==> src/rtl/jtcop_mcu_bridge.sv <==
// Main-CPU <-> MCU bridge: edge-triggered MCU interrupts, a main-to-MCU word FIFO
// read byte-wise by the MCU, and a byte-lane assembled word returned to the main CPU.
module jtcop_mcu_bridge #(
    parameter int unsigned      DW      = 16,
    parameter int unsigned      NSEL    = 6,
    parameter logic [NSEL-1:0]  IRQMASK = NSEL'(1),
    parameter int unsigned      DEPTH   = 4
) (
    input  logic            clk,
    input  logic            rst,
    input  logic [NSEL-1:0] main_sel,
    input  logic            main_wr,
    input  logic [DW-1:0]   main_din,
    output logic [DW-1:0]   main_dout,
    output logic            main_full,
    output logic            main_ovf,
    input  logic [7:0]      mcu_p0o,
    output logic [7:0]      mcu_p0i,
    input  logic [DW/8-1:0] mcu_rd,
    input  logic [DW/8-1:0] mcu_wr,
    input  logic            mcu_pop,
    output logic            mcu_empty,
    output logic            mcu_intn,
    input  logic            mcu_iack,
    output logic [NSEL-1:0] mcu_irqsrc
);

    localparam int unsigned NB = DW / 8;
    localparam int unsigned AW = $clog2(DEPTH);
    localparam int unsigned CW = AW + 1;

    logic [NSEL-1:0] sel_q, pend_q, pend_d, edge_c;
    logic            intn_q;

    logic [DW-1:0]   mem_q [DEPTH];
    logic [AW-1:0]   rd_ptr_q, rd_ptr_d, wr_ptr_q, wr_ptr_d;
    logic [CW-1:0]   cnt_q, cnt_d;
    logic            full_q, empty_q, ovf_q, ovf_d;
    logic            do_push, do_pop;

    logic [DW-1:0]   head_c;
    logic [7:0]      rd_byte_c;
    logic [7:0]      p0i_q, p0i_d;
    logic [DW-1:0]   dout_q, dout_d;

    // Next-state for interrupts, FIFO bookkeeping and the two byte paths
    always_comb begin
        edge_c    = main_sel & ~sel_q & IRQMASK;
        pend_d    = (mcu_iack ? '0 : pend_q) | edge_c;

        do_pop    = mcu_pop & ~empty_q;
        do_push   = main_wr & (~full_q | do_pop);
        rd_ptr_d  = rd_ptr_q;
        wr_ptr_d  = wr_ptr_q;
        cnt_d     = cnt_q;
        ovf_d     = ovf_q | (main_wr & full_q & ~mcu_pop);
        if (do_push) wr_ptr_d = wr_ptr_q + AW'(1);
        if (do_pop)  rd_ptr_d = rd_ptr_q + AW'(1);
        case ({do_push, do_pop})
            2'b10:   cnt_d = cnt_q + CW'(1);
            2'b01:   cnt_d = cnt_q - CW'(1);
            default: cnt_d = cnt_q;
        endcase

        // Lowest set read strobe wins, so scan from the top lane down
        head_c    = mem_q[rd_ptr_q];
        rd_byte_c = 8'h00;
        for (int k = int'(NB) - 1; k >= 0; k--) begin
            if (mcu_rd[k]) rd_byte_c = head_c[8*k +: 8];
        end
        p0i_d = p0i_q;
        if (|mcu_rd) p0i_d = empty_q ? 8'h00 : rd_byte_c;

        dout_d = dout_q;
        for (int k = 0; k < int'(NB); k++) begin
            if (mcu_wr[k]) dout_d[8*k +: 8] = mcu_p0o;
        end
    end

    // Control and output registers
    always_ff @(posedge clk or posedge rst) begin
        if (rst) begin
            sel_q    <= '0;
            pend_q   <= '0;
            intn_q   <= 1'b1;
            rd_ptr_q <= '0;
            wr_ptr_q <= '0;
            cnt_q    <= '0;
            full_q   <= 1'b0;
            empty_q  <= 1'b1;
            ovf_q    <= 1'b0;
            p0i_q    <= 8'h00;
            dout_q   <= '0;
        end else begin
            sel_q    <= main_sel;
            pend_q   <= pend_d;
            intn_q   <= ~|pend_d;
            rd_ptr_q <= rd_ptr_d;
            wr_ptr_q <= wr_ptr_d;
            cnt_q    <= cnt_d;
            full_q   <= (cnt_d == CW'(DEPTH));
            empty_q  <= (cnt_d == CW'(0));
            ovf_q    <= ovf_d;
            p0i_q    <= p0i_d;
            dout_q   <= dout_d;
        end
    end

    // Storage needs no reset: occupancy is tracked by the pointers and count
    always_ff @(posedge clk) begin
        if (do_push) mem_q[wr_ptr_q] <= main_din;
    end

    assign main_dout  = dout_q;
    assign main_full  = full_q;
    assign main_ovf   = ovf_q;
    assign mcu_p0i    = p0i_q;
    assign mcu_empty  = empty_q;
    assign mcu_intn   = intn_q;
    assign mcu_irqsrc = pend_q;

endmodule

==> config.mk <==
export PLATFORM = sky130hd
export DESIGN_NAME = jtcop_mcu_bridge
export DESIGN_NICKNAME = d
export VERILOG_FILES = /design/src/rtl/jtcop_mcu_bridge.sv
export SDC_FILE = /design/constraint.sdc
export NUM_CORES = 1
export LEC_CHECK = 0
export ABC_AREA = 0
export CAP_MARGIN = 20
export CORE_MARGIN = 2
export CORE_UTILIZATION = 30
export DETAILED_ROUTE_END_ITERATION = 7
export PLACE_DENSITY = 0.55
export RECOVER_POWER = 50
export SYNTH_ARGS = -nofsm -noshare
export SYNTH_HDL_FRONTEND = slang
export SYNTH_SLANG_ARGS = --single-unit
export TNS_END_PERCENT = 100
==> constraint.sdc <==
create_clock -name clk -period 3.19 [get_ports clk]
set_input_delay 0.4785 -clock clk [delete_from_list [all_inputs] [get_ports clk]]
set_output_delay 0.4785 -clock clk [all_outputs]
set_load 0.01 [all_outputs]
==> reports/results.txt, run 1 <==
DRT Pass-1 Iters -> 4
Crit Path Max Fanout -> 7
Final Critical Period -> 2.527 ns
Most frequent cells in the layout -> edfxtp_1, clkdlybuf4s50_1, mux2_2
Worst slew pin tran -> 1.082 ns
Slew HR -> 0.2789
Final setup TNS -> 0 ns
Maxcap violations -> 0
Cells after DPL -> 496
Depth of the CTS H-tree -> 3
CTS tree -> built
Root Buffer -> clkbuf_16
Clock buffer depth -> 2
Reg2reg start -> mcu_empty
WL/cell -> 16.39 um
Met2 WL -> 4100 um
Layout fillers -> 1267
CTS Hold Bufs -> 0
Vias -> 2283
Post-synthesis sequential area ratio -> 0.7009
F_max -> 395.7 MHz
Final hold violations -> 0
LEAKAGE -> 2.004 nW
RSZ-0062 raised after global routing -> false
Worst-skew pair later-pin latency -> 0.34 ns
Final Util -> 0.3927
IO Pins -> 73
Flop and latch count out of synthesis -> 106
Drt total wl -> 8408 um
Die area -> 0.01512 mm^2
Yosys warns -> 0
Slowest CP cell -> dlygate4sd3_1
CTS clk-pin slew, worst paths -> 0.07 ns
Post-CTS setup buffers -> 0
DRC errors left -> 0
Crit-path leading delay family -> buffers and inverters
Pwr/cell area -> 779.1 mW/mm^2
Req. time, crit path -> 3.42 ns
Synthesized instance count -> 250
Nets -> 373
Most common cell after layout, fill and taps aside -> edfxtp_1
Core ar. -> 0.01383 mm^2
WP buf/inv -> 3
First-pass GRT wire length -> 13200 um
DRT antenna net count -> 0
Setup violators final -> 0
Die W -> 123.0 um
Post-CTS Resized -> 0
Placer Congestion -> 0.7186
Number of global-route vias before repair -> 2442
Hold path start -> sel_q[0]
CP Cell Sequence -> dlygate4sd3_1 > nand2b_4 > a21boi_2 > inv_1 > ha_1 > inv_1 > fa_1 > nor2b_1 > a21oi_1 > o21ba_2
DRT iter0 DRCs -> 119
Worst setup SP type -> input port
Gr ovfl total -> 0
Final instance area -> 0.005430 mm^2
Num Clock Sinks -> 106
Critical Path AT -> 2.76 ns
CP Capture Type -> register
DP Area -> 0.005136 mm^2
Internal reg-to-reg setup slack -> 0.73 ns
Input/output buffers -> 67
Final HPWL DP -> 5812 um
WL met3 -> 339 um
# rows -> 43
Hold path cells -> 1
Status -> finished, final reports clean
Mean post-synth cell area -> 16.98 um^2
Met1 WL -> 3797 um
Min-Delay Path Class -> register to register
R2R depth -> 9
Unique cell type count in the Yosys netlist -> 33
GR Util All Layers -> 0.1196
P&R area growth vs syn -> 27.91%
Min-Delay Endpoint -> mcu_irqsrc[0]
Fin cells -> 513
Ant diodes -> 0
Largest net degree at the start of global routing -> 31
Worst Setup Path Type -> input port to register
Die Ht -> 123.0 um
Top cell by count, worst path -> inv_1
Drt via density -> 4.450
Worst VDD drop -> 258.1 uV
Clk_skew -> 0.005862 ns
Peak per-stage delay on the critical path -> 0.60 ns
Mapped Area -> 0.004245 mm^2
Max layer used -> met4
Period utilisation layout -> 0.7922
Starting Density -> 0.3070
Initial antenna violation count -> 0
Final Max Tran Viols -> 0
Share of layout cells above drive strength 1 -> 0.2553
Critical R2R Capture -> cnt_q[2]
Syn_nets -> 295
TritonCTS buffer count -> 9
metrics by stage:
| stage | hold WS [ns] | total power [mW] | setup slack [ns] |
|---|---|---|---|
| after floorplan | 0.4184 | 2.747 | 0.8127 |
| after global placement | 0.4479 | 3.186 | 0.3762 |
| after detailed placement | 0.4537 | 3.211 | 0.3763 |
| after CTS | 0.4607 | 4.311 | 0.6978 |
| after global routing | 0.4827 | 4.482 | 0.4874 |
| final | 0.4537 | 4.230 | 0.6629 |
synthesized netlist by cell type:
master    instances  share of area
edfxtp_1         64           0.45
mux2_2           45           0.12
dfrtp_1          40           0.24
nand2_1          11         0.0097
inv_1            10         0.0088
o22ai_1           9          0.013
a221oi_2          8          0.028
o31ai_1           8          0.014
nor2b_1           7          0.010
and2_1            5         0.0074
ha_1              5          0.015
mux2_4            4          0.014
xnor2_1           4         0.0083
buf_2             3         0.0035
buf_6             3         0.0080
clkbuf_1          3         0.0027
nor3_1            3         0.0035
a21oi_1           2         0.0024
dfstp_2           2          0.012
a21boi_2          1         0.0027
buf_8             1         0.0035
clkbuf_2          1         0.0012
fa_1              1         0.0047
nand2b_1          1         0.0015
nand2b_4          1         0.0032
nor2_1            1        0.00088
nor3b_1           1         0.0018
o21a_1            1         0.0018
o21ba_2           1         0.0024
o21bai_1          1         0.0018
or2_2             1         0.0015
or4_1             1         0.0018
xor2_1            1         0.0021
cell type report:
class                      instances  area [um^2]  share of cell area
sequential                       106         2975              0.5479
clock buffer                      10        229.0             0.04217
inverter                          10        37.54            0.006912
multi-input combinational        123         1152              0.2122
timing repair buffer              78        745.7              0.1373
clock inverter                     6        65.06             0.01198
tap                              180        225.2             0.04147
worst reg2reg max path: stages, from the launching register on:
cell and delay (ns):
dfstp_2 0.67, nand2b_4 0.20, a21boi_2 0.11, inv_1 0.08
ha_1 0.17, inv_1 0.06, fa_1 0.40, xor2_1 0.18
o21a_1 0.19, or2_2 0.29
cell families after synthesis:
group / share of synthesized area
adders and majority gates: 0.01945
xor gates and xnor gates: 0.01031
AOI/OAI and AO/OA: 0.06661
DFF: 0.7009
muxes: 0.1335
buffers and inverters: 0.02770
and+or+nand+nor: 0.04156
routing by layer:
layer	global-route usage	vias to the layer above
li1	-	1089
met1	0.1518	1143
met2	0.1941	38
met3	0.02952	13
met4	0.05244	0
met5	0	-
worst max-delay path by stage:
stage / start / endpoint / cells after the start
5_1_grt: rst / main_full / 4
3_3_place_gp: mcu_pop / main_full / 10
4_1_cts: mcu_empty / cnt_q[2] / 9
2_1_floorplan: mcu_empty / cnt_q[2] / 10
3_5_place_dp: mcu_pop / main_full / 10
6_report: mcu_pop / main_full / 10
registers in the layout (all words and copies together) (netlist names):
signal	count
main_ovf	1
rd_ptr_q	2
mcu_intn	1
wr_ptr_q	2
main_full	1
mcu_irqsrc	6
mem_q	64
mcu_p0i	8
mcu_empty	1
sel_q	1
main_dout	16
cnt_q	3
power breakdown:
part | total, mW | switching, mW | leakage [nW] | internal [mW]
registers | 1.95 | 0.169 | 1.09 | 1.78
logic | 1.19 | 0.569 | 0.776 | 0.623
clock network | 1.09 | 0.474 | 0.140 | 0.612
Note: power is estimated with default switching activity, not from simulation.
==> run 2: changes to the inputs <==
- PLACE_DENSITY: 0.55 -> 0.57
- clock period: 3.19 -> 2.05 ns (I/O delays scaled with it)
==> reports/results.txt, run 2 (same netlist as run 1, synthesis figures left out) <==
Status -> finished, final reports clean
Initial antenna violation count -> 2
RSZ-0062 raised after global routing -> true
Min-Delay Path Class -> register to register
DRT antenna net count -> 0
Nets -> 380
Number of global-route vias before repair -> 2489
Final HPWL DP -> 5763 um
Starting Density -> 0.3070
Die area -> 0.01512 mm^2
Met2 WL -> 4348 um
CTS clk-pin slew, worst paths -> 0.07 ns
DRC errors left -> 0
Clk_skew -> 0.007976 ns
DRT Pass-1 Iters -> 4
Reg2reg start -> mcu_empty
Depth of the CTS H-tree -> 3
Largest net degree at the start of global routing -> 43
Worst Setup Path Type -> register to register
Critical Path AT -> 2.23 ns
Pwr Total -> 6.739 mW
P&R area growth vs syn -> 31.42%
Ant diodes -> 0
# rows -> 43
Setup violators final -> 0
Maxcap violations -> 0
Core ar. -> 0.01383 mm^2
F_max -> 501.2 MHz
Worst VDD drop -> 433.6 uV
Launch point of the worst path -> mcu_empty
DRT iter0 DRCs -> 109
Pwr/cell area -> 1208 mW/mm^2
Req. time, crit path -> 2.28 ns
WL/cell -> 16.17 um
Gr ovfl total -> 0
First-pass GRT wire length -> 13230 um
Number of flip-flops in the largest register -> 64
WL met3 -> 281 um
GR Util All Layers -> 0.1197
Drt total wl -> 8410 um
CTS tree -> built
Worst setup SP type -> register
Root Buffer -> clkbuf_16
Die W -> 123.0 um
Max layer used -> met5
Worst-skew pair later-pin latency -> 0.34 ns
Layout fillers -> 1246
Hold path start -> sel_q[0]
Slew HR -> 0.2833
Final Max Tran Viols -> 0
Clock buffer depth -> 2
Drt via density -> 4.371
Die Ht -> 123.0 um
Input/output buffers -> 67
TritonCTS buffer count -> 9
Crit Path Max Fanout -> 3
Met1 WL -> 3646 um
CP Capture Type -> register
Most frequent cells in the layout -> edfxtp_1, clkdlybuf4s50_1, mux2_2
Vias -> 2273
IO Pins -> 73
Period utilisation layout -> 0.9732
Most common cell after layout, fill and taps aside -> edfxtp_1
Final Critical Period -> 1.995 ns
Placer Congestion -> 0.7241
LEAKAGE -> 2.073 nW
Fin cells -> 520
Biggest register -> mem_q
CTS Hold Bufs -> 0
Share of layout cells above drive strength 1 -> 0.3029
Cells after DPL -> 502
Worst slew pin tran -> 1.075 ns
Final hold violations -> 0
Num Clock Sinks -> 106
[run 2: area by class of cell]
type	count	area [um^2]	share of cell area
multi-input cells	123	1201	0.2153
inverters	10	37.54	0.006728
clock inverters	6	57.56	0.01032
clock buffers	10	229.0	0.04104
flip-flops and latches	106	2975	0.5333
repair buffers	85	853.3	0.1529
well taps	180	225.2	0.04037
[run 2: power by group]
part,total (mW),switching (mW),internal [mW]
registers,2.98,0.206,2.78
clock network,1.66,0.723,0.938
logic,2.10,0.973,1.12
[run 2: per-layer routing]
| layer | vias up | GRT usage |
|---|---|---|
| met3 | 12 | 0.03229 |
| met2 | 23 | 0.2017 |
| met4 | 4 | 0.04813 |
| li1 | 1099 | - |
| met5 | - | 0 |
| met1 | 1135 | 0.1455 |
[run 2: metrics by stage]
step / setup slack [ns] / hold WS [ns] / util / setup TNS [ns] / instance area, um^2
after CTS: 0.002482 / 0.4161 / 0.4010 / 0 / 5544
final: 0.05495 / 0.4553 / 0.4035 / 0 / 5579
after floorplan: -0.1034 / 0.3389 / - / -0.2107 / 4278
after detailed placement: -0.2927 / 0.4450 / 0.3802 / -0.7945 / 5258
after global placement: -0.2331 / 0.4367 / 0.3802 / -0.5651 / 5258
after global routing: -0.01475 / 0.4730 / 0.4035 / -0.01475 / 5579
[run 2: worst paths after layout]
| check | to | slack (ns) | depth (start not counted) |
|---|---|---|---|
| min in group asynchronous | main_dout[13] | 0.74 | 3 |
| hold / removal | mcu_irqsrc[0] | 0.46 | 1 |
| setup reg to reg | cnt_q[2] | 0.05 | 9 |
| hold reg to reg | mcu_irqsrc[0] | 0.46 | 1 |
| setup / recovery | cnt_q[2] | 0.05 | 9 |
| max in group asynchronous | mcu_p0i[0] | 0.64 | 3 |
[run 2: timing repair]
| action | CTS | global route |
|---|---|---|
| pin swaps | 1 | 0 |
| gates resized for setup | 0 | 4 |
| endpoints found under the setup margin | 1 | 3 |
| hold endpoints to repair | 0 | 0 |
| buffers inserted | 0 | 2 |
[run 2: worst max-delay path, cell delays in order (launching register included)]
cell	delay, ns
dfstp_2	0.53
nand2b_4	0.14
a21boi_4	0.06
inv_2	0.06
ha_4	0.12
inv_2	0.03
fa_2	0.34
xor2_2	0.16
o21a_1	0.20
or2_4	0.23
==> run 3: changes to the inputs <==
- PLACE_DENSITY: 0.57 -> not set
==> reports/results.txt, run 3 (same netlist as run 1, synthesis figures left out) <==
Worst setup SP type -> register
Critical R2R Capture -> cnt_q[2]
Depth of the CTS H-tree -> 3
First-pass GRT wire length -> 13120 um
Drt total wl -> 8377 um
Num Clock Sinks -> 106
Most common cell after layout, fill and taps aside -> edfxtp_1
Crit Path Max Fanout -> 3
Reg2reg start -> mcu_empty
IO Pins -> 73
Gr ovfl total -> 0
Crit path to -> cnt_q[2]
Final HPWL DP -> 5582 um
Starting Density -> 0.3070
Largest net degree at the start of global routing -> 43
Clock buffer depth -> 2
R2R depth -> 9
TritonCTS buffer count -> 9
Min-Delay Path Class -> register to register
P&R area growth vs syn -> 31.30%
Initial antenna violation count -> 1
DRT Pass-1 Iters -> 4
CTS clk-pin slew, worst paths -> 0.07 ns
Status -> finished, final reports clean
Setup violators final -> 0
WL/cell -> 16.14 um
Number of global-route vias before repair -> 2472
RSZ-0062 raised after global routing -> true
Worst-skew pair later-pin latency -> 0.34 ns
Req. time, crit path -> 2.28 ns
Die area -> 0.01512 mm^2
LEAKAGE -> 2.063 nW
Final Util -> 0.4031
Final Max Tran Viols -> 0
Root Buffer -> clkbuf_16
Die Ht -> 123.0 um
Share of layout cells above drive strength 1 -> 0.3018
Clk_skew -> 0.007978 ns
# rows -> 43
Worst VDD drop -> 526.7 uV
Core ar. -> 0.01383 mm^2
Period utilisation layout -> 0.9758
Critical Path AT -> 2.23 ns
Final Critical Period -> 2.000 ns
Worst Setup Path Type -> register to register
Most frequent cells in the layout -> edfxtp_1, clkdlybuf4s50_1, mux2_2
Maxcap violations -> 0
CTS tree -> built
Final hold violations -> 0
Nets -> 378
Number of flip-flops in the largest register -> 64
Biggest register -> mem_q
DRT iter0 DRCs -> 111
Layout fillers -> 1241
CP Capture Type -> register
Drt via density -> 4.457
Slew HR -> 0.3067
Die W -> 123.0 um
Worst slew pin tran -> 1.040 ns
Pwr/cell area -> 1204 mW/mm^2
Placer Congestion -> 0.7716
F_max -> 499.9 MHz
Final setup TNS -> 0 ns
DRC errors left -> 0
GR Util All Layers -> 0.1184
DRT antenna net count -> 0
Vias -> 2313
Input/output buffers -> 67
Internal reg-to-reg setup slack -> 0.05 ns
CTS Hold Bufs -> 0
Launch point of the worst path -> mcu_empty
==> run 3: worst min path at each step <==
stage / slack (ns) / to / cells past startpoint / start
after floorplan: 0.34 / sel_q[0] / 0 / main_sel[0]
after global placement: 0.44 / mcu_irqsrc[0] / 1 / sel_q[0]
after detailed placement: 0.44 / mcu_irqsrc[0] / 1 / sel_q[0]
after CTS: 0.42 / main_ovf / 3 / rst
after global routing: 0.46 / mcu_irqsrc[0] / 1 / sel_q[0]
final: 0.45 / mcu_irqsrc[0] / 1 / sel_q[0]
==> run 3: repair_timing <==
| action | 4_1_cts | 5_1_grt |
|---|---|---|
| endpoints found under the setup margin | 0 | 3 |
| setup buffers | 0 | 1 |
| gates resized for setup | 0 | 4 |
==> run 3: worst max-delay path, cell delays in order, from the launching register on <==
cell and delay [ns]:
dfstp_2 0.54, nand2b_4 0.14, a21boi_4 0.05, inv_2 0.07
ha_4 0.13, inv_2 0.03, fa_2 0.35, xor2_2 0.17
o21a_1 0.20, or2_4 0.22
==> run 3: routing by layer <==
metal	vias up	GRT usage	routed length (um)
li1	1095	-	-
met1	1179	0.1508	3707
met2	27	0.1899	4239
met3	12	0.03137	280
met4	0	0.05172	149
met5	-	0	0
==> run 3: final cells by class <==
type	instances	area [um^2]	area share
sequential	106	2975	0.5338
multi-input combinational	123	1201	0.2155
timing repair buffer	83	850.8	0.1526
clock buffer	11	242.7	0.04355
tap	180	225.2	0.04040
clock inverter	5	38.79	0.006958
inverter	10	37.54	0.006734
antenna	1	2.502	0.0004489
==> run 3: through the flow <==
step	area [um^2]	hold WS (ns)	power (mW)	worst slack, ns	std cells
global placement	5263	0.4354	5.106	-0.2348	501
detailed placement	5263	0.4383	5.155	-0.2687	501
finish	5574	0.4476	6.713	0.04967	519
global route	5574	0.4598	7.086	-0.02207	519
CTS	5544	0.4200	6.776	0.01098	517
floorplan	4278	0.3389	4.342	-0.1034	250
==> run 3: power by group <==
part	switching [mW]	internal [mW]
sequential	0.212	2.77
combinational	0.981	1.13
clock	0.747	0.864
total	1.94	4.77
